## src/rtl/game_pkg.sv

```systemverilog
// Shared game-side types and trig helpers: angle/trig types, quarter-wave cosine
// table and the angle folding used to address the shared trig ROM.
package game_pkg;

    localparam int unsigned ANGLE_W   = 9;
    localparam int unsigned TRIG_W    = 11;
    localparam int unsigned ANGLE_MAX = 360;
    localparam int unsigned TRIG_ONE  = 512;
    localparam int unsigned QUARTER   = 90;

    typedef logic [ANGLE_W-1:0]        angle_t;
    typedef logic signed [TRIG_W-1:0]  trig_t;

    // round(512*sin(k deg)) for k = 0..90; cosine is read back-to-front
    localparam logic [TRIG_W-2:0] SIN_Q [0:90] = '{
          0,   9,  18,  27,  36,  45,  54,  62,  71,  80,
         89,  98, 106, 115, 124, 133, 141, 150, 158, 167,
        175, 183, 192, 200, 208, 216, 224, 232, 240, 248,
        256, 264, 271, 279, 286, 294, 301, 308, 315, 322,
        329, 336, 343, 349, 356, 362, 368, 374, 380, 386,
        392, 398, 403, 409, 414, 419, 424, 429, 434, 439,
        443, 448, 452, 456, 460, 464, 468, 471, 475, 478,
        481, 484, 487, 490, 492, 495, 497, 499, 501, 503,
        504, 506, 507, 508, 509, 510, 511, 511, 512, 512,
        (TRIG_W-1)'(TRIG_ONE)
    };

    // Single subtract: 360..511 folds into 0..151
    function automatic angle_t norm_angle(input angle_t a);
        return (a >= ANGLE_W'(ANGLE_MAX)) ? a - ANGLE_W'(ANGLE_MAX) : a;
    endfunction

    // sin(a) = cos(a - 90), wrapped into 0..359
    function automatic angle_t sin_addr(input angle_t a);
        return (a >= ANGLE_W'(QUARTER)) ? a - ANGLE_W'(QUARTER)
                                        : a + ANGLE_W'(ANGLE_MAX - QUARTER);
    endfunction

    function automatic trig_t cos_deg(input angle_t d);
        logic [6:0] q;
        logic       neg;
        trig_t      mag;
        if (d <= ANGLE_W'(90)) begin
            q   = 7'(d);
            neg = 1'b0;
        end else if (d <= ANGLE_W'(180)) begin
            q   = 7'(ANGLE_W'(180) - d);
            neg = 1'b1;
        end else if (d <= ANGLE_W'(270)) begin
            q   = 7'(d - ANGLE_W'(180));
            neg = 1'b1;
        end else begin
            q   = 7'(ANGLE_W'(360) - d);
            neg = 1'b0;
        end
        mag = TRIG_W'(SIN_Q[7'(90) - q]);
        return neg ? -mag : mag;
    endfunction

endpackage

```

## src/rtl/rr_arbiter.sv

```systemverilog
// Combinational round-robin pick: first eligible requester at or after ptr, wrapping.
module rr_arbiter
#(
    parameter  int unsigned NUM_REQ = 4,
    localparam int unsigned IDX_W   = (NUM_REQ > 1) ? $clog2(NUM_REQ) : 1
)
(
    input  logic [NUM_REQ-1:0] req,
    input  logic [NUM_REQ-1:0] mask,
    input  logic [IDX_W-1:0]   ptr,
    output logic [NUM_REQ-1:0] gnt_c,
    output logic [IDX_W-1:0]   idx_c,
    output logic               vld_c
);

    logic [NUM_REQ-1:0] elig_c;

    assign elig_c = req & ~mask;

    // Upper segment [ptr..N-1] first, then the wrapped segment [0..ptr-1]
    always_comb begin
        gnt_c = '0;
        idx_c = '0;
        vld_c = 1'b0;
        for (int i = 0; i < int'(NUM_REQ); i++) begin
            if (!vld_c && elig_c[i] && (i >= int'(ptr))) begin
                vld_c    = 1'b1;
                gnt_c[i] = 1'b1;
                idx_c    = IDX_W'(i);
            end
        end
        for (int i = 0; i < int'(NUM_REQ); i++) begin
            if (!vld_c && elig_c[i] && (i < int'(ptr))) begin
                vld_c    = 1'b1;
                gnt_c[i] = 1'b1;
                idx_c    = IDX_W'(i);
            end
        end
    end

endmodule

```

## src/rtl/xilinx_true_dual_port_read_first_1_clock_ram.sv

```systemverilog
// Dual-port cosine ROM, one clock, LAT-deep read pipe; output register has
// its own clock enable and synchronous reset as in the vendor template.
module xilinx_true_dual_port_read_first_1_clock_ram
    import game_pkg::*;
#(
    parameter int unsigned LAT = 2
)
(
    input  logic   clka,
    input  logic   rsta,
    input  logic   rstb,
    input  logic   ena,
    input  logic   enb,
    input  logic   regcea,
    input  logic   regceb,
    input  angle_t addra,
    input  angle_t addrb,
    output trig_t  douta,
    output trig_t  doutb
);

    trig_t pipe_a_q [LAT];
    trig_t pipe_a_d [LAT];
    trig_t pipe_b_q [LAT];
    trig_t pipe_b_d [LAT];

    always_comb begin
        pipe_a_d = pipe_a_q;
        pipe_b_d = pipe_b_q;
        if (ena) pipe_a_d[0] = cos_deg(addra);
        if (enb) pipe_b_d[0] = cos_deg(addrb);
        for (int k = 1; k < int'(LAT); k++) begin
            pipe_a_d[k] = pipe_a_q[k-1];
            pipe_b_d[k] = pipe_b_q[k-1];
        end
        // Output stage: hold unless enabled, reset wins
        if (!regcea) pipe_a_d[LAT-1] = pipe_a_q[LAT-1];
        if (!regceb) pipe_b_d[LAT-1] = pipe_b_q[LAT-1];
        if (rsta)    pipe_a_d[LAT-1] = '0;
        if (rstb)    pipe_b_d[LAT-1] = '0;
    end

    always_ff @(posedge clka) begin
        pipe_a_q <= pipe_a_d;
        pipe_b_q <= pipe_b_d;
    end

    assign douta = pipe_a_q[LAT-1];
    assign doutb = pipe_b_q[LAT-1];

endmodule

```

## src/rtl/trig_lookup_arbiter.sv

```systemverilog
// Shares one dual-port cosine ROM among NUM_REQ angle requesters; round-robin,
// one lookup per cycle, cos/sin returned ROM_LAT cycles after the grant, tagged by id.
module trig_lookup_arbiter
    import game_pkg::*;
#(
    parameter  int unsigned NUM_REQ = 4,
    parameter  int unsigned ROM_LAT = 2,
    localparam int unsigned IDX_W   = (NUM_REQ > 1) ? $clog2(NUM_REQ) : 1
)
(
    input  logic                       clk,
    input  logic                       rst,
    input  logic [NUM_REQ-1:0]         req,
    input  logic [NUM_REQ*ANGLE_W-1:0] angle,
    output logic [NUM_REQ-1:0]         gnt,
    output logic                       rsp_valid,
    output logic [IDX_W-1:0]           rsp_id,
    output trig_t                      rsp_cos,
    output trig_t                      rsp_sin
);

    logic [NUM_REQ-1:0] gnt_q, gnt_d;
    logic [IDX_W-1:0]   ptr_q, ptr_d;
    angle_t             addr_a_q, addr_a_d;
    angle_t             addr_b_q, addr_b_d;
    logic [ROM_LAT:0]   tag_vld_q, tag_vld_d;
    logic [IDX_W-1:0]   tag_id_q [ROM_LAT+1];
    logic [IDX_W-1:0]   tag_id_d [ROM_LAT+1];

    logic [NUM_REQ-1:0] win_oh_c;
    logic [IDX_W-1:0]   win_idx_c;
    logic               win_vld_c;
    angle_t             ang_arr [NUM_REQ];
    angle_t             norm_a;

    for (genvar g = 0; g < int'(NUM_REQ); g++) begin : g_unpack
        assign ang_arr[g] = angle[g*ANGLE_W +: ANGLE_W];
    end

    // Last cycle's grant is the mask, so a held request cannot win back-to-back
    rr_arbiter #(.NUM_REQ(NUM_REQ)) u_arb (
        .req   (req),
        .mask  (gnt_q),
        .ptr   (ptr_q),
        .gnt_c (win_oh_c),
        .idx_c (win_idx_c),
        .vld_c (win_vld_c)
    );

    always_comb begin
        gnt_d     = win_oh_c;
        ptr_d     = ptr_q;
        addr_a_d  = addr_a_q;
        addr_b_d  = addr_b_q;
        norm_a    = norm_angle(ang_arr[win_idx_c]);
        tag_vld_d = {tag_vld_q[ROM_LAT-1:0], win_vld_c};
        tag_id_d[0] = win_idx_c;
        for (int k = 1; k <= int'(ROM_LAT); k++) begin
            tag_id_d[k] = tag_id_q[k-1];
        end
        if (win_vld_c) begin
            ptr_d    = (win_idx_c == IDX_W'(NUM_REQ-1)) ? '0 : win_idx_c + IDX_W'(1);
            addr_a_d = norm_a;
            addr_b_d = sin_addr(norm_a);
        end
    end

    always_ff @(posedge clk) begin
        if (rst) begin
            gnt_q     <= '0;
            ptr_q     <= '0;
            addr_a_q  <= '0;
            addr_b_q  <= '0;
            tag_vld_q <= '0;
            tag_id_q  <= '{default: '0};
        end else begin
            gnt_q     <= gnt_d;
            ptr_q     <= ptr_d;
            addr_a_q  <= addr_a_d;
            addr_b_q  <= addr_b_d;
            tag_vld_q <= tag_vld_d;
            tag_id_q  <= tag_id_d;
        end
    end

    // Output register only loads on a tagged lookup, so data holds between responses
    xilinx_true_dual_port_read_first_1_clock_ram #(.LAT(ROM_LAT)) u_rom (
        .clka   (clk),
        .rsta   (rst),
        .rstb   (rst),
        .ena    (tag_vld_q[0]),
        .enb    (tag_vld_q[0]),
        .regcea (tag_vld_q[ROM_LAT-1]),
        .regceb (tag_vld_q[ROM_LAT-1]),
        .addra  (addr_a_q),
        .addrb  (addr_b_q),
        .douta  (rsp_cos),
        .doutb  (rsp_sin)
    );

    assign gnt       = gnt_q;
    assign rsp_valid = tag_vld_q[ROM_LAT];
    assign rsp_id    = tag_id_q[ROM_LAT];

endmodule

```

## config.mk

```make
export PLATFORM = sky130hd
export DESIGN_NAME = trig_lookup_arbiter
export DESIGN_NICKNAME = d
export VERILOG_FILES = /design/src/rtl/game_pkg.sv /design/src/rtl/rr_arbiter.sv /design/src/rtl/xilinx_true_dual_port_read_first_1_clock_ram.sv /design/src/rtl/trig_lookup_arbiter.sv
export SDC_FILE = /design/constraint.sdc
export NUM_CORES = 1
export LEC_CHECK = 0
export BUFFER_PORTS_ARGS = -buffer_cell sky130_fd_sc_hd__buf_2
export CAP_MARGIN = 20
export CORE_ASPECT_RATIO = 0.75
export CORE_MARGIN = 2
export CORE_UTILIZATION = 43
export CTS_CLUSTER_SIZE = 28
export DETAILED_ROUTE_END_ITERATION = 6
export PLACE_DENSITY = 0.7
export SKIP_LAST_GASP = 1
export SLEW_MARGIN = 20
export SYNTH_ARGS = -nofsm -noshare
export SYNTH_HDL_FRONTEND = slang
export SYNTH_SLANG_ARGS = --single-unit
```

## constraint.sdc

```tcl
create_clock -name clk -period 6.7 [get_ports clk]
set_input_delay 1.005 -clock clk [delete_from_list [all_inputs] [get_ports clk]]
set_output_delay 1.005 -clock clk [all_outputs]
set_load 0.01 [all_outputs]
```

==> results of run 1 <==
## worst max-delay path, cell delays in order (launching register included)
cell       delay (ns)
dfxtp_1          0.43
o41a_1           0.54
a41oi_1          0.37
a31oi_1          0.23
mux2_2           0.41
ha_1             0.62
inv_1            0.14
ha_1             0.32
buf_4            0.31
nor2b_1          0.12
nor2_1           0.18
a2111oi_0        0.08
a311o_1          0.32
a2111oi_0        0.71
a211o_1          0.24
nand3b_1         0.19
o41ai_2          0.41
xor2_1           0.11
## layout make-up
| class | instances | area [µm²] |
|---|---|---|
| Clock buffer | 10 | 239 |
| Clock inverter | 6 | 70.1 |
| Fill cell | 1910 | 10200 |
| Inverter | 35 | 131 |
| Multi-Input combinational cell | 895 | 6090 |
| Sequential cell | 76 | 1740 |
| Tap cell | 253 | 317 |
| Timing Repair Buffer | 100 | 576 |
## layout by cell type, fill, tap and decap left out, types with 34 or more instances in the layout
| cell type | instances |
|---|---|
| nand2_1 | 84 |
| a21oi_1 | 81 |
| buf_2 | 70 |
| inv_1 | 34 |
| ha_1 | 35 |
| mux2i_1 | 54 |
| o21ai_0 | 55 |
| dfxtp_1 | 54 |
| nor2_1 | 113 |
## stage by stage
step / utilization / area [µm²] / instances
2_1_floorplan: - / 8500 / 1116
3_3_place_gp: 0.457 / 8860 / 1359
3_5_place_dp: 0.457 / 8860 / 1359
4_1_cts: 0.473 / 9170 / 1375
5_1_grt: 0.473 / 9170 / 1375
6_report: 0.473 / 9170 / 1375
## cell families after synthesis
group / after synthesis / share of synthesized area
AOI/OAI and AO/OA: 378 / 0.317
and+or+nand+nor: 374 / 0.217
buffers and inverters: 145 / 0.0793
DFF: 76 / 0.205
muxes: 68 / 0.0829
xor gates and xnor gates: 39 / 0.0462
adders and majority gates: 36 / 0.0527
## routing by layer
metal / track usage / vias to the layer above / part of all wire
li1: - / 4223 / -
met1: 0.363 / 4128 / 0.48
met2: 0.322 / 542 / 0.40
met3: 0.0465 / 54 / 0.11
met4: 0.0507 / 0 / 0.015
met5: 0 / - / 0
## worst paths after layout
kind                from            endpoint  slack (ns)  depth (start not counted)
max          addr_b_q[4]  u_rom.pipe_b_q[18]        0.66                         17
min          tag_id_d[1]           rsp_id[1]        0.43                          1
max reg2reg  addr_b_q[4]  u_rom.pipe_b_q[18]        0.66                         17
min reg2reg  tag_id_d[1]           rsp_id[1]        0.43                          1
## sequential cells by signal (all words and copies together), names as in the netlist, 3 cells and up
name / flops
addr_b_q: 8
u_rom.pipe_b_q: 11
u_rom.doutb: 11
u_rom.douta: 11
gnt: 4
u_rom.pipe_a_q: 11
tag_vld_q: 3
addr_a_q: 9
tag_id_d: 4
==> run metrics, run 1 <==
Yosys cell types 100; Post-synth EDFFs 22; num rows 44; fmax 166 MHz; Critical Path Start Type flip-flop; post-layout minimum cycle time around 6.0 ns; setup bufs post-CTS 0; ranking of synthesized cells by area dfxtp_1 (13%), edfxtp_1 (7.8%), mux2i_1 (6.4%); IO Port Bufs 70; gr usage total 0.231; clock tree sinks 76; Syn Inst Count 1116; gpl congestion 1.06; area of the core approximately 19000 µm²; Layout Nets about 1200; Slew @ Worst Pin ~0.95 ns; fin worst setup slack approximately 0.66 ns; largest net degree at the start of global routing 55; Resize count post-CTS 0; Die W 166 µm; # setup viols final 0; Final ANT Viol Nets 0; initial DRC count 1599; worst-case hold slack ~0.43 ns; Cell Area, Synth 8500 µm²; clock skew 0.00685 ns; min-delay worst type flip-flop to flip-flop; grt total ovfl 0; Layout area overhead 7.85%; initial antenna violation count 0; Clk Latency, worst-skew pair 0.33 ns; fraction of registers with async set/reset 0; cell taking the most area after synthesis dfxtp_1; WL final 24800 µm; setup tns final 0 ns; Synth top area share 0.127; CTS hold repair buffers 0; # diodes 0; pre-CTS setup slack 0.767 ns; DRT Pass-1 Iters 7; sequential share of the synthesized area 0.205; CP arrival 6.10 ns; max cap viols 0; post-route clock period utilization 0.901; clk slew on worst S/H paths 0.06 ns; Setup Crit Path Kind flip-flop to flip-flop; Avg Vias per Cell about 6.5; count leader, synth nor2_1; Num CTS Buffers 9; Worst setup EP type flip-flop; Starting Density 0.439; maximum buffer depth of the clock tree 2; drt drc 0; Root Driver clkbuf_16; yosys warns 0; TritonCTS clock tree built; Die Ht 126 µm; status complete, no violations; H-tree level count 3; Commonest cells post-synth nor2_1 (113), nand2_1 (84), a21oi_1 (81), o21ai_0 (55); die area roughly 21000 µm²; first-pass GRT wire length 41400 µm; syn_area_per_cell 7.62 µm²; Routed WL per cell 18.0 µm; Worst EP required 6.76 ns; syn nets 1193; #FFs+latches synth 76; vias 8947; CP Max Fanout 31; RSZ-0062 raised after global routing no; Fin. Hold Viols 0; Slew HR 0.354; ys flop type dfxtp_1; vias in the first global route about 7900; layout cells sized above 1 0.150; final slew viol count 0; HPWL after DPL 18000 µm; Ports just over 70
Power of run 1 is left out: the tool's default activity adds up to more than one toggle a clock period on the data nets, which glitch-free logic cannot reach.
==> run 2, diff against run 1 <==
--- a/config.mk
+++ b/config.mk
@@ -5,14 +5,14 @@
 export SDC_FILE = /design/constraint.sdc
 export NUM_CORES = 1
 export LEC_CHECK = 0
-export BUFFER_PORTS_ARGS = -buffer_cell sky130_fd_sc_hd__buf_2
 export CAP_MARGIN = 20
 export CORE_ASPECT_RATIO = 0.75
 export CORE_MARGIN = 2
 export CORE_UTILIZATION = 43
-export CTS_CLUSTER_SIZE = 28
+export CTS_CLUSTER_SIZE = 20
 export DETAILED_ROUTE_END_ITERATION = 6
-export PLACE_DENSITY = 0.7
+export DONT_BUFFER_PORTS = 1
+export PLACE_DENSITY = 0.67
 export SKIP_LAST_GASP = 1
 export SLEW_MARGIN = 20
 export SYNTH_ARGS = -nofsm -noshare
==> run metrics, run 2 (synthesis gave the netlist of run 1 again) <==
hold_sp tag_id_d[1]; H-tree level count 3; maximum buffer depth of the clock tree 2; # diodes 0; gpl congestion 1.03; Slew @ Worst Pin approximately 1.1 ns; FF+latch area roughly 1700 µm²; initial antenna violation count 0; Fin. Hold Viols 0; vias 8622; commonest non-fill, non-tap cells in the layout nor2_1 (113), nand2_1 (84), a21oi_1 (81); most frequent CP cell ha_1; hold depth 1; Slew HR 0.296; Routed WL per cell around 19 µm; HPWL after DPL 18200 µm; Avg Vias per Cell roughly 6.6; Worst setup EP type flip-flop; area of the core 19400 µm²; fmax 158 MHz; Max stage delay on crit path 0.71 ns; first-pass GRT wire length 40400 µm; Layout Nets 1121; Max stage delay cell, worst path xnor2_2; setup tns final 0 ns; WL final 25100 µm; M3 GR Usage 0.0563; vias in the first global route 7501; grt total ovfl 0; drt drc 0; met1 Use GR 0.353; layout cells sized above 1 0.0896; Layout area overhead 3.31%; Worst R2R Setup Slack 0.39 ns; Clk Latency, worst-skew pair 0.33 ns; Critical Path Start Type flip-flop; commonest non-fill, non-tap cell in the layout nor2_1; DRT Pass-1 Iters 6; fillers 1896; Num CTS Buffers 9; Die W 166 µm; min-delay worst type flip-flop to flip-flop; Starting Density 0.439; CP Buf/Inv Count 1; CP arrival 6.39 ns; TritonCTS clock tree built; Final ANT Viol Nets 0; area of the multi-input gates 6090 µm²; CTS hold repair buffers 0; reg2reg end u_rom.pipe_a_q[19]; status complete, no violations; largest net degree at the start of global routing 55; worst hold path endpoint rsp_id[1]; Resize count post-CTS 0; Die Ht 126 µm; reg2reg path depth 17; # setup viols final 0; Post-DP Area 8490 µm²; fin worst setup slack 0.390 ns; post-route clock period utilization 0.942; clk slew on worst S/H paths 0.06 ns; post-route design area slightly below 9000 µm²; Worst EP required just under 7 ns; IO Port Bufs 0; RSZ-0062 raised after global routing no; num rows 44; die area between 20000 and 25000 µm²; met2 GRT Util 0.317; Setup Crit Path Kind flip-flop to flip-flop; CP delay by family, top simple AND/OR/NAND/NOR gates; pre-CTS setup slack approximately 0.53 ns; clock skew between 0.006 and 0.007 ns; gr usage total 0.230; Root Driver clkbuf_16; final slew viol count 0; cells along the critical path inv_1, ha_1, a21bo_2, o21ai_2, nand3_1, mux2_2, ha_1, nor2_1, mux2_4, or3_1, xnor2_2, nor3_1, o41ai_1, o22ai_1, or4b_4, o41a_1, xor2_1; initial DRC count 1054; Ports 71; post-layout minimum cycle time 6.31 ns; CP Max Fanout 14; clock tree sinks 76; peak-usage layer in the global routing report met1; max cap viols 0; setup bufs post-CTS 0; RR Startpoint addr_a_q[2]
run 2: cell count changes in the layout (fill, tap and decap cells not counted):
cell	delta
bufinv_16	-1
clkinvlp_4	-1
buf_2	-70
buf_4	-3
clkbuf_1	+1
clkinv_2	+1
clkbuf_16	+1
clkinv_4	-1
run 2: layout make-up:
class,instances,share of cell area
Tap cell,253,0.0360
Inverter,35,0.0150
Multi-Input combinational cell,895,0.694
Timing Repair Buffer,27,0.0231
Sequential cell,76,0.198
Clock inverter,4,0.00328
Clock buffer,12,0.0305
run 2: how the worst max path moves through the flow:
stage | slack [ns] | to | depth (start not counted) | start
6_report | 0.39 | u_rom.pipe_a_q[19] | 17 | addr_a_q[2]
5_1_grt | 0.04 | u_rom.pipe_a_q[19] | 17 | addr_a_q[2]
4_1_cts | 0.51 | u_rom.pipe_a_q[19] | 17 | addr_a_q[2]
3_5_place_dp | 0.53 | u_rom.pipe_a_q[19] | 17 | addr_a_q[2]
3_3_place_gp | 0.46 | u_rom.pipe_a_q[19] | 17 | addr_a_q[2]
2_1_floorplan | 0.60 | u_rom.pipe_a_q[19] | 21 | addr_a_q[0]
run 2: per-stage QoR:
step	hold WS [ns]	cells	util
global route	0.446	1302	0.453
CTS	0.435	1302	0.453
detailed placement	0.420	1286	0.438
global placement	0.421	1286	0.438
floorplan	0.414	1116	-
finish	0.432	1302	0.453
run 2: metal layers:
layer / routed length (µm) / share of wire / up-vias
li1: - / - / 4082
met3: 2610 / 0.10 / 70
met1: 12000 / 0.48 / 3961
met5: 0 / 0 / -
met4: 517 / 0.021 / 0
met2: 9970 / 0.40 / 509
Power of run 2 is left out for the same reason.
